### src/rtl/alu_exec_ctrl.sv
// Runs one data-processing instruction at a time through the shared ALU, owns NZCV, retires to writeback.
// Build option COND_EXEC_EN: evaluate the condition field; without it every instruction executes as AL.
module alu_exec_ctrl #(
  parameter int DW = 32,
  parameter int RW = 4
) (
  input  logic          clk,
  input  logic          rst,
  input  logic          in_valid,
  output logic          in_ready,
  input  logic [3:0]    in_opcode,
  input  logic          in_s,
  input  logic [3:0]    in_cond,
  input  logic [RW-1:0] in_rd,
  input  logic [DW-1:0] in_a,
  input  logic [DW-1:0] in_b,
  input  logic          in_shift_cout,
  output logic [DW-1:0] alu_a,
  output logic [DW-1:0] alu_b,
  output logic [3:0]    alu_op,
  output logic          alu_s,
  output logic          alu_c,
  output logic          alu_v,
  output logic          alu_shift_cout,
  input  logic [DW-1:0] alu_f,
  input  logic [3:0]    alu_nzcv,
  output logic          out_valid,
  input  logic          out_ready,
  output logic          out_we,
  output logic [RW-1:0] out_rd,
  output logic [DW-1:0] out_data,
  output logic [3:0]    flags,
  input  logic          flags_wr_en,
  input  logic [3:0]    flags_wr_data
);

  typedef enum logic [1:0] {IDLE, EXEC, WB} state_t;

  state_t     state, state_nxt;
  logic [3:0] op_q;
  logic       accept, wb_done, pass, is_test, flag_upd;

  assign in_ready  = (state == IDLE) & ~rst;
  assign accept    = in_valid & in_ready;
  assign out_valid = (state == WB);
  assign wb_done   = out_valid & out_ready;
  assign alu_c     = flags[1];
  assign alu_v     = flags[0];
  // TST/TEQ/CMP/CMN only produce flags and never write a register
  assign is_test   = (op_q[3:2] == 2'b10);
  assign flag_upd  = (state == EXEC) & pass & (alu_s | is_test);

  function automatic logic [3:0] map_op(input logic [3:0] op);
    case (op)
      4'h8:    map_op = 4'h0;
      4'h9:    map_op = 4'h1;
      4'hA:    map_op = 4'h2;
      4'hB:    map_op = 4'h4;
      default: map_op = op;
    endcase
  endfunction

`ifdef COND_EXEC_EN
  logic [3:0] cond_q;

  function automatic logic cond_pass(input logic [3:0] cond, input logic [3:0] nzcv);
    logic n, z, c, v;
    {n, z, c, v} = nzcv;
    case (cond)
      4'h0:    cond_pass = z;
      4'h1:    cond_pass = ~z;
      4'h2:    cond_pass = c;
      4'h3:    cond_pass = ~c;
      4'h4:    cond_pass = n;
      4'h5:    cond_pass = ~n;
      4'h6:    cond_pass = v;
      4'h7:    cond_pass = ~v;
      4'h8:    cond_pass = c & ~z;
      4'h9:    cond_pass = ~c | z;
      4'hA:    cond_pass = (n == v);
      4'hB:    cond_pass = (n != v);
      4'hC:    cond_pass = ~z & (n == v);
      4'hD:    cond_pass = z | (n != v);
      4'hE:    cond_pass = 1'b1;
      default: cond_pass = 1'b0;
    endcase
  endfunction

  always_ff @(posedge clk) begin
    if (rst)         cond_q <= '0;
    else if (accept) cond_q <= in_cond;
  end

  // Pre-update flags: the register only changes at the EXEC->WB edge
  assign pass = cond_pass(cond_q, flags);
`else
  logic unused_cond;
  assign unused_cond = ^in_cond;
  assign pass        = 1'b1;
`endif

  always_comb begin
    state_nxt = state;
    case (state)
      IDLE:    if (accept) state_nxt = EXEC;
      EXEC:    state_nxt = WB;
      WB:      if (out_ready) state_nxt = IDLE;
      default: state_nxt = IDLE;
    endcase
  end

  always_ff @(posedge clk) begin
    if (rst) state <= IDLE;
    else     state <= state_nxt;
  end

  always_ff @(posedge clk) begin
    if (rst) begin
      alu_a          <= '0;
      alu_b          <= '0;
      alu_op         <= '0;
      alu_s          <= 1'b0;
      alu_shift_cout <= 1'b0;
      op_q           <= '0;
      out_rd         <= '0;
    end else if (accept) begin
      alu_a          <= in_a;
      alu_b          <= in_b;
      alu_op         <= map_op(in_opcode);
      alu_s          <= in_s;
      alu_shift_cout <= in_shift_cout;
      op_q           <= in_opcode;
      out_rd         <= in_rd;
    end
  end

  always_ff @(posedge clk) begin
    if (rst) begin
      out_data <= '0;
      out_we   <= 1'b0;
    end else if (state == EXEC) begin
      out_data <= alu_f;
      out_we   <= pass & ~is_test;
    end else if (wb_done) begin
      out_we   <= 1'b0;
    end
  end

  // Instruction flag result takes priority over a coincident MSR write
  always_ff @(posedge clk) begin
    if (rst)              flags <= '0;
    else if (flag_upd)    flags <= alu_nzcv;
    else if (flags_wr_en) flags <= flags_wr_data;
  end

endmodule
### config.mk
export PLATFORM = sky130hd
export DESIGN_NAME = alu_exec_ctrl
export DESIGN_NICKNAME = d
export VERILOG_FILES = /design/src/rtl/alu_exec_ctrl.sv
export SDC_FILE = /design/constraint.sdc
export NUM_CORES = 1
export LEC_CHECK = 0
export ABC_AREA = 1
export ABC_CLOCK_PERIOD_IN_PS = 3600
export BUFFER_PORTS_ARGS = -buffer_cell sky130_fd_sc_hd__buf_2
export CORE_ASPECT_RATIO = 1.25
export CORE_MARGIN = 2
export CORE_UTILIZATION = 47
export CTS_CLUSTER_SIZE = 20
export DETAILED_ROUTE_END_ITERATION = 12
export HOLD_SLACK_MARGIN = 0.15
export MAX_ROUTING_LAYER = met4
export PLACE_DENSITY = 0.85
export SLEW_MARGIN = 0
export SYNTH_ARGS = -nofsm -noshare
export SYNTH_HDL_FRONTEND = slang
export SYNTH_SLANG_ARGS = --single-unit
### constraint.sdc
create_clock -name clk -period 3.6 [get_ports clk]
set_input_delay 0.72 -clock clk [delete_from_list [all_inputs] [get_ports clk]]
set_output_delay 0.72 -clock clk [all_outputs]
set_load 0.01 [all_outputs]
==> results of run 1 <==
worst max-delay path: stages:
cell and delay [ns]:
buf_2 0.12, inv_4 0.23, nand2_1 0.09, inv_1 0.05, buf_2 0.12
state kept, by name (all words and copies together), names as in the netlist:
register,count
alu_b,32
out_data,32
out_we,1
alu_shift_cout,1
alu_s,1
state,2
op_q,2
alu_a,32
out_rd,4
alu_op,4
flags,4
worst min path at each step:
| stage | start | to | slack (ns) | cells past startpoint |
|---|---|---|---|---|
| final | in_b[20] | alu_b[20]$_SDFFE_PP0P_ | 0.46 | 3 |
| after global routing | in_b[17] | alu_b[17]$_SDFFE_PP0P_ | 0.43 | 3 |
| after CTS | in_b[23] | alu_b[23]$_SDFFE_PP0P_ | 0.43 | 3 |
| after detailed placement | alu_op[1]$_SDFFE_PP0P_ | alu_op[1]$_SDFFE_PP0P_ | 0.45 | 2 |
| after global placement | alu_a[7]$_SDFFE_PP0P_ | alu_a[7]$_SDFFE_PP0P_ | 0.45 | 2 |
| after floorplan | op_q[2]$_SDFFE_PP0P_ | op_q[2]$_SDFFE_PP0P_ | 0.45 | 2 |
layer usage:
layer  wire length, um  track usage  up-vias
li1                  -            -     2138
met1              4330       0.2433     1954
met2              5485       0.3939      198
met3              1034      0.09008       31
met4               312       0.1286        0
met5                 0            -        -
metrics by stage:
step	power, mW	utilization
after detailed placement	1.766	0.6114
after floorplan	1.606	-
after global routing	3.679	0.6864
final	3.542	0.6864
after CTS	3.574	0.6858
after global placement	1.753	0.6114
cells by family (layout without fill, tap and decap cells):
logic type	count (synthesis)	count (layout)
DFF	115	115
and+or+nand+nor	249	249
AOI/OAI and AO/OA	116	116
other	0	2
buffers and inverters	50	284
power breakdown:
group	switching [mW]	total [mW]	internal, mW
registers	0.0352	1.38	1.35
logic	0.208	0.358	0.150
clock network	0.558	1.80	1.24
total	0.802	3.54	2.74
layout by cell type, fill, tap and decap left out:
master,Yosys,layout
clkinvlp_4,0,1
diode_2,0,2
inv_2,2,2
nand3_4,1,1
inv_4,1,1
a21oi_1,82,82
buf_4,5,5
clkbuf_1,17,2
clkinv_2,0,4
clkbuf_8,0,4
nand2_1,168,168
inv_1,11,11
nor2_2,1,1
nor2_1,65,65
buf_2,8,233
o21ai_0,34,34
dfxtp_1,115,115
bufinv_16,0,5
nand3_1,13,13
nand4_1,1,1
clkbuf_16,0,16
area by class of cell:
class / count / area (um^2) / share of cell area
well taps: 120 / 150.1 / 0.02542
multi-input cells: 365 / 1550 / 0.2624
flip-flops and latches: 115 / 2302 / 0.3897
clock buffers: 22 / 462.9 / 0.07837
diodes: 2 / 5.005 / 0.0008473
repair buffers: 238 / 1204 / 0.2038
clock inverters: 10 / 177.7 / 0.03008
inverters: 14 / 55.05 / 0.009320
==> out/metrics.cfg, run 1 <==
[routing]
drt_iter0_markers=196
dr.pass1.iters=4
routedWlPerCell_um=12.60
drc=0
ant_nets=0
wl_um=11160
vias=4321
avgViaCountPerCell=4.877

[sta]
setup_viol=0
fin_skew_ns=0.007966
max-slew-margin-rel=0.4577
slew_viol_final=0
min_period_ns=2.063
worstMarginPinSlew_ns=0.8134
worst_slack_ns=1.537
final_hold_viol_count=0
fmax_mhz=484.8
whs_ns=0.4550
fin_crit_sh=0.5730
rsz0062_at_grt=no
fin_setup_tns_ns=0

[setup_path]
crit_start=rst
r2r_slack_ns=1.82
worstSetupEndpoint=in_ready
path_class=in2out
critPathCaptureType=output port
critPathRequiredTime_ns=2.88
path_max_fanout=36
reg2reg_depth=6
crit_path_start_kind=input pin
r2r-end=alu_b[4]$_SDFFE_PP0P_
arrival_ns=1.34
worstReg2RegStart=state[1]$_SDFFE_PP0P_

[finish]
drive_gt1_frac=0.3573
fin_cells=886
design_area_um2=5907
nFillCells=708
nNetsFinal=874
area_growth_pct=43.76

[logic_synthesis]
synth_fp_nets=653
ys.flop_type=dfxtp_1
yosysTopAreaCell=dfxtp_1
synth-xor-area-share=0
syn-cell-area_um2=4109
synthCells=530
synth-seq-area-share=0.5603
yosysMostFrequentCell=nand2_1
ys_ff_latch=115
synth_edf_count=0
synth_top_family_by_area=simple AND/OR/NAND/NOR gates
synth_common_cells=nand2_1 (168), dfxtp_1 (115), a21oi_1 (82)
synth_top_area_share=0.5603
avgSynthCellArea_um2=7.753
synth-compound-area-share=0.1413
synth_adder_area_share=0
synthTopCellsByArea=dfxtp_1 (56%), nand2_1 (15%), a21oi_1 (10%)
synth_cell_types=17
async_reset_ff_frac=0
synth_mux_area_frac=0
synth-simple-area-share=0.2360
yosysWarnings=0

[clock_tree]
clk_pin_slew_ns=0.06
cts.sinks=115
root_buffer=clkbuf_8
clk_path_buf_depth=2
cts_resized=0
cts_setup_buffers=0
cts_tree=yes
cts_buffers=17
insertion_delay_ns=0.51
cts_htree_levels=4
holdBufCountCts=0

[global_route]
grt_max_degree=81
first_global_vias=3929
grt_pass1_wl_um=17140
grtUsageTotal=0.2389
antenna_found_initial=2
grt.overflow.total=0

[floorplanning]
start_util=0.4775
core_area_um2=8606
pin_count=238
rows=38
die_x_um=87.63
die_area_um2=9511
die-height_um=108.5

[placed_design]
post-place-ws_ns=1.190
gp_congestion=0.7877
dp_hpwl_um=7736
placed_cell_area_um2=5261
portBuffers=233
dp_cells=852

[job]
timing.max_cap.violations=0

[status]
status=finished, final reports clean

[worst_hold_path]
hold_class=in2reg

[power]
leakage_nw=2.866
ir_worst_vdd_mv=0.3602
power_density_nw_per_um2=599.7

Power figures use the tool's default switching activity.
==> run 2: changes to the inputs <==
Settings changed: ABC_CLOCK_PERIOD_IN_PS 3600 to 1800, CORE_UTILIZATION 47 to 39, PLACE_DENSITY 0.85 to 0.75.
Clock period 3.6 ns to 1.8 ns, I/O delays scaled along.
==> run 2 against run 1 <==
Net effect:
- routed wire length rose by 3.1%
- clock skew barely moved
- utilization fell by 10 points
- critical path depth did not move
- sequential share of layout area fell by 0.082 points
- final cell count rose by 1.0%
- non-clock buffer count rose by 2
- power rose by 97%
- critical endpoint is now alu_b[24]$_SDFFE_PP0P_
- first-iteration DRC count rose by 2.0%
- flip-flop and latch count did not move
- die area rose by 20%
==> out/metrics.cfg, run 2 (synthesis gave the netlist of run 1 again) <==
[status]
status=finished, final reports clean

[power]
ir_worst_vdd_mv=0.6252  ; +74%
power_density_nw_per_um2=1179  ; +97%
leakage_nw=2.864  ; about the same
finalPower_mw=6.980  ; +97%

[clock_tree]
cts_buffers=17  ; unchanged
cts.sinks=115  ; unchanged
insertion_delay_ns=0.40  ; -0.11 ns
clk_pin_slew_ns=0.05  ; about the same
cts_resized=0  ; unchanged
cts_tree=yes
holdBufCountCts=0  ; unchanged
cts_setup_buffers=0  ; unchanged
root_buffer=clkbuf_16
clk_path_buf_depth=2  ; unchanged
cts_htree_levels=4  ; unchanged

[sta]
fmax_mhz=647.0
fin_skew_ns=0.007955  ; -0.00001105 ns
fin_crit_sh=0.8586
fin_setup_tns_ns=0  ; unchanged
max-slew-margin-rel=0.4469  ; -0.01085
final_hold_viol_count=0  ; unchanged
worstMarginPinSlew_ns=0.8297  ; +0.01627 ns
rsz0062_at_grt=no
worst_slack_ns=0.2544  ; -1.283 ns
setup_viol=0  ; unchanged
whs_ns=0.2017  ; -0.2533 ns
slew_viol_final=0  ; unchanged
min_period_ns=1.546

[global_route]
grt_pass1_wl_um=17380  ; +1.4%
grt.overflow.total=0  ; unchanged
grt_max_degree=81  ; unchanged
first_global_vias=3924  ; -0.13%
antenna_found_initial=0  ; -2
grtUsageTotal=0.2002  ; -0.03878

[finish]
final_util=0.5828  ; -0.1036
final_cell_mix=buf_2 (233), nand2_1 (168), dfxtp_1 (115)
area_growth_pct=44.06
antennaDiodeCount=0  ; -2
top_regs=alu_a (32), alu_b (32), out_data (32)
nNetsFinal=876  ; +0.23%
drive_gt1_frac=0.3577  ; +0.0003725
final_common_cell=buf_2

[placed_design]
gp_congestion=0.8191  ; +4.0%
dp_hpwl_um=8077  ; +4.4%
portBuffers=233  ; unchanged
post-place-ws_ns=0.1273  ; -1.063 ns

[floorplanning]
die_area_um2=11380  ; +20%
start_util=0.4045  ; -0.07293
pin_count=238  ; unchanged
core_area_um2=10160  ; +18%
rows=41  ; +7.9%
die_x_um=95.81  ; +9.3%
die-height_um=118.8  ; +9.4%

[routing]
avgViaCountPerCell=4.772  ; -2.2%
dr.pass1.iters=8  ; +4
ant_nets=0  ; unchanged
wl_met3_um=1222  ; +18%
wl_um=11510  ; +3.1%
drt_iter0_markers=200  ; +2.0%
wl_met2_um=5648  ; +3.0%
drc=0  ; unchanged
routedWlPerCell_um=12.86  ; +2.0%
vias=4271  ; -1.2%
routed.top_layer=met4
drt-met1-wl_um=4391  ; +1.4%

[setup_path]
critPathRequiredTime_ns=2.11  ; -0.77 ns
max_stage_delay_ns=0.61  ; +0.38 ns
cp_slowest_cell=buf_4
path_class=reg2reg
arrival_ns=1.86  ; +0.52 ns
r2r_slack_ns=0.25  ; -1.57 ns
r2r-end=alu_b[24]$_SDFFE_PP0P_
critPathCaptureType=register
worstReg2RegStart=state[0]$_SDFFE_PP0P_
crit_path_start_kind=register
critical_path_buf_inv_count=1  ; -3
reg2reg_depth=5  ; -1
path_max_fanout=77  ; +110%
crit_family=buffers and inverters
crit_chain=nor2_2 -> nand3_4 -> buf_4 -> nand2_1 -> a21oi_1

[worst_hold_path]
min_to=alu_a[6]$_SDFFE_PP0P_
hold_path_depth=3  ; unchanged
hold_class=in2reg
min-delay-start=in_a[6]

[job]
timing.max_cap.violations=0  ; unchanged

[run 2: cell types whose count changed in the layout (fill, tap and decap cells not counted), sizes merged]
| cell | change |
|---|---|
| buf | +2 |
| clkinvlp | +1 |
| bufinv | -1 |
| diode | -2 |
[run 2: metrics by stage]
step / std cells / instance area, um^2
6_report: 895 / 5919
5_1_grt: 895 / 5919
4_1_cts: 895 / 5919
3_5_place_dp: 863 / 5300
3_3_place_gp: 863 / 5300
2_1_floorplan: 530 / 4109
[run 2: how the worst max path moves through the flow]
stage	startpoint	endpoint	slack, ns	cells after the start
4_1_cts	state[0]$_SDFFE_PP0P_	alu_b[24]$_SDFFE_PP0P_	0.23	5
2_1_floorplan	rst	in_ready	0.49	5
5_1_grt	state[0]$_SDFFE_PP0P_	alu_b[24]$_SDFFE_PP0P_	0.11	5
6_report	state[0]$_SDFFE_PP0P_	alu_b[24]$_SDFFE_PP0P_	0.25	5
3_3_place_gp	rst	alu_s$_SDFFE_PP0P_	0.22	6
3_5_place_dp	rst	alu_b[24]$_SDFFE_PP0P_	0.13	6
[run 2: final cells by class]
cell class,instances,area [um^2]
Multi-Input combinational cell,365,1550
Inverter,14,55.05
Tap cell,129,161.4
Clock buffer,22,464.2
Fill cell,921,4238
Clock inverter,10,155.1
Sequential cell,115,2302
Timing Repair Buffer,240,1231
[run 2: power breakdown]
group	switching, mW	total, mW	internal (mW)
combinational	0.419	0.726	0.306
clock	1.11	3.49	2.38
sequential	0.0685	2.76	2.69
[run 2: routing by layer]
metal,vias up,GRT usage
met3,22,0.07648
li1,2142,-
met5,-,-
met2,207,0.3413
met1,1900,0.1938
met4,0,0.09911
[run 2: worst register-to-register path: stages (launching register included)]
cell	delay [ns]
dfxtp_1	0.36
nor2_2	0.08
nand3_4	0.06
buf_4	0.61
nand2_1	0.15
a21oi_1	0.21
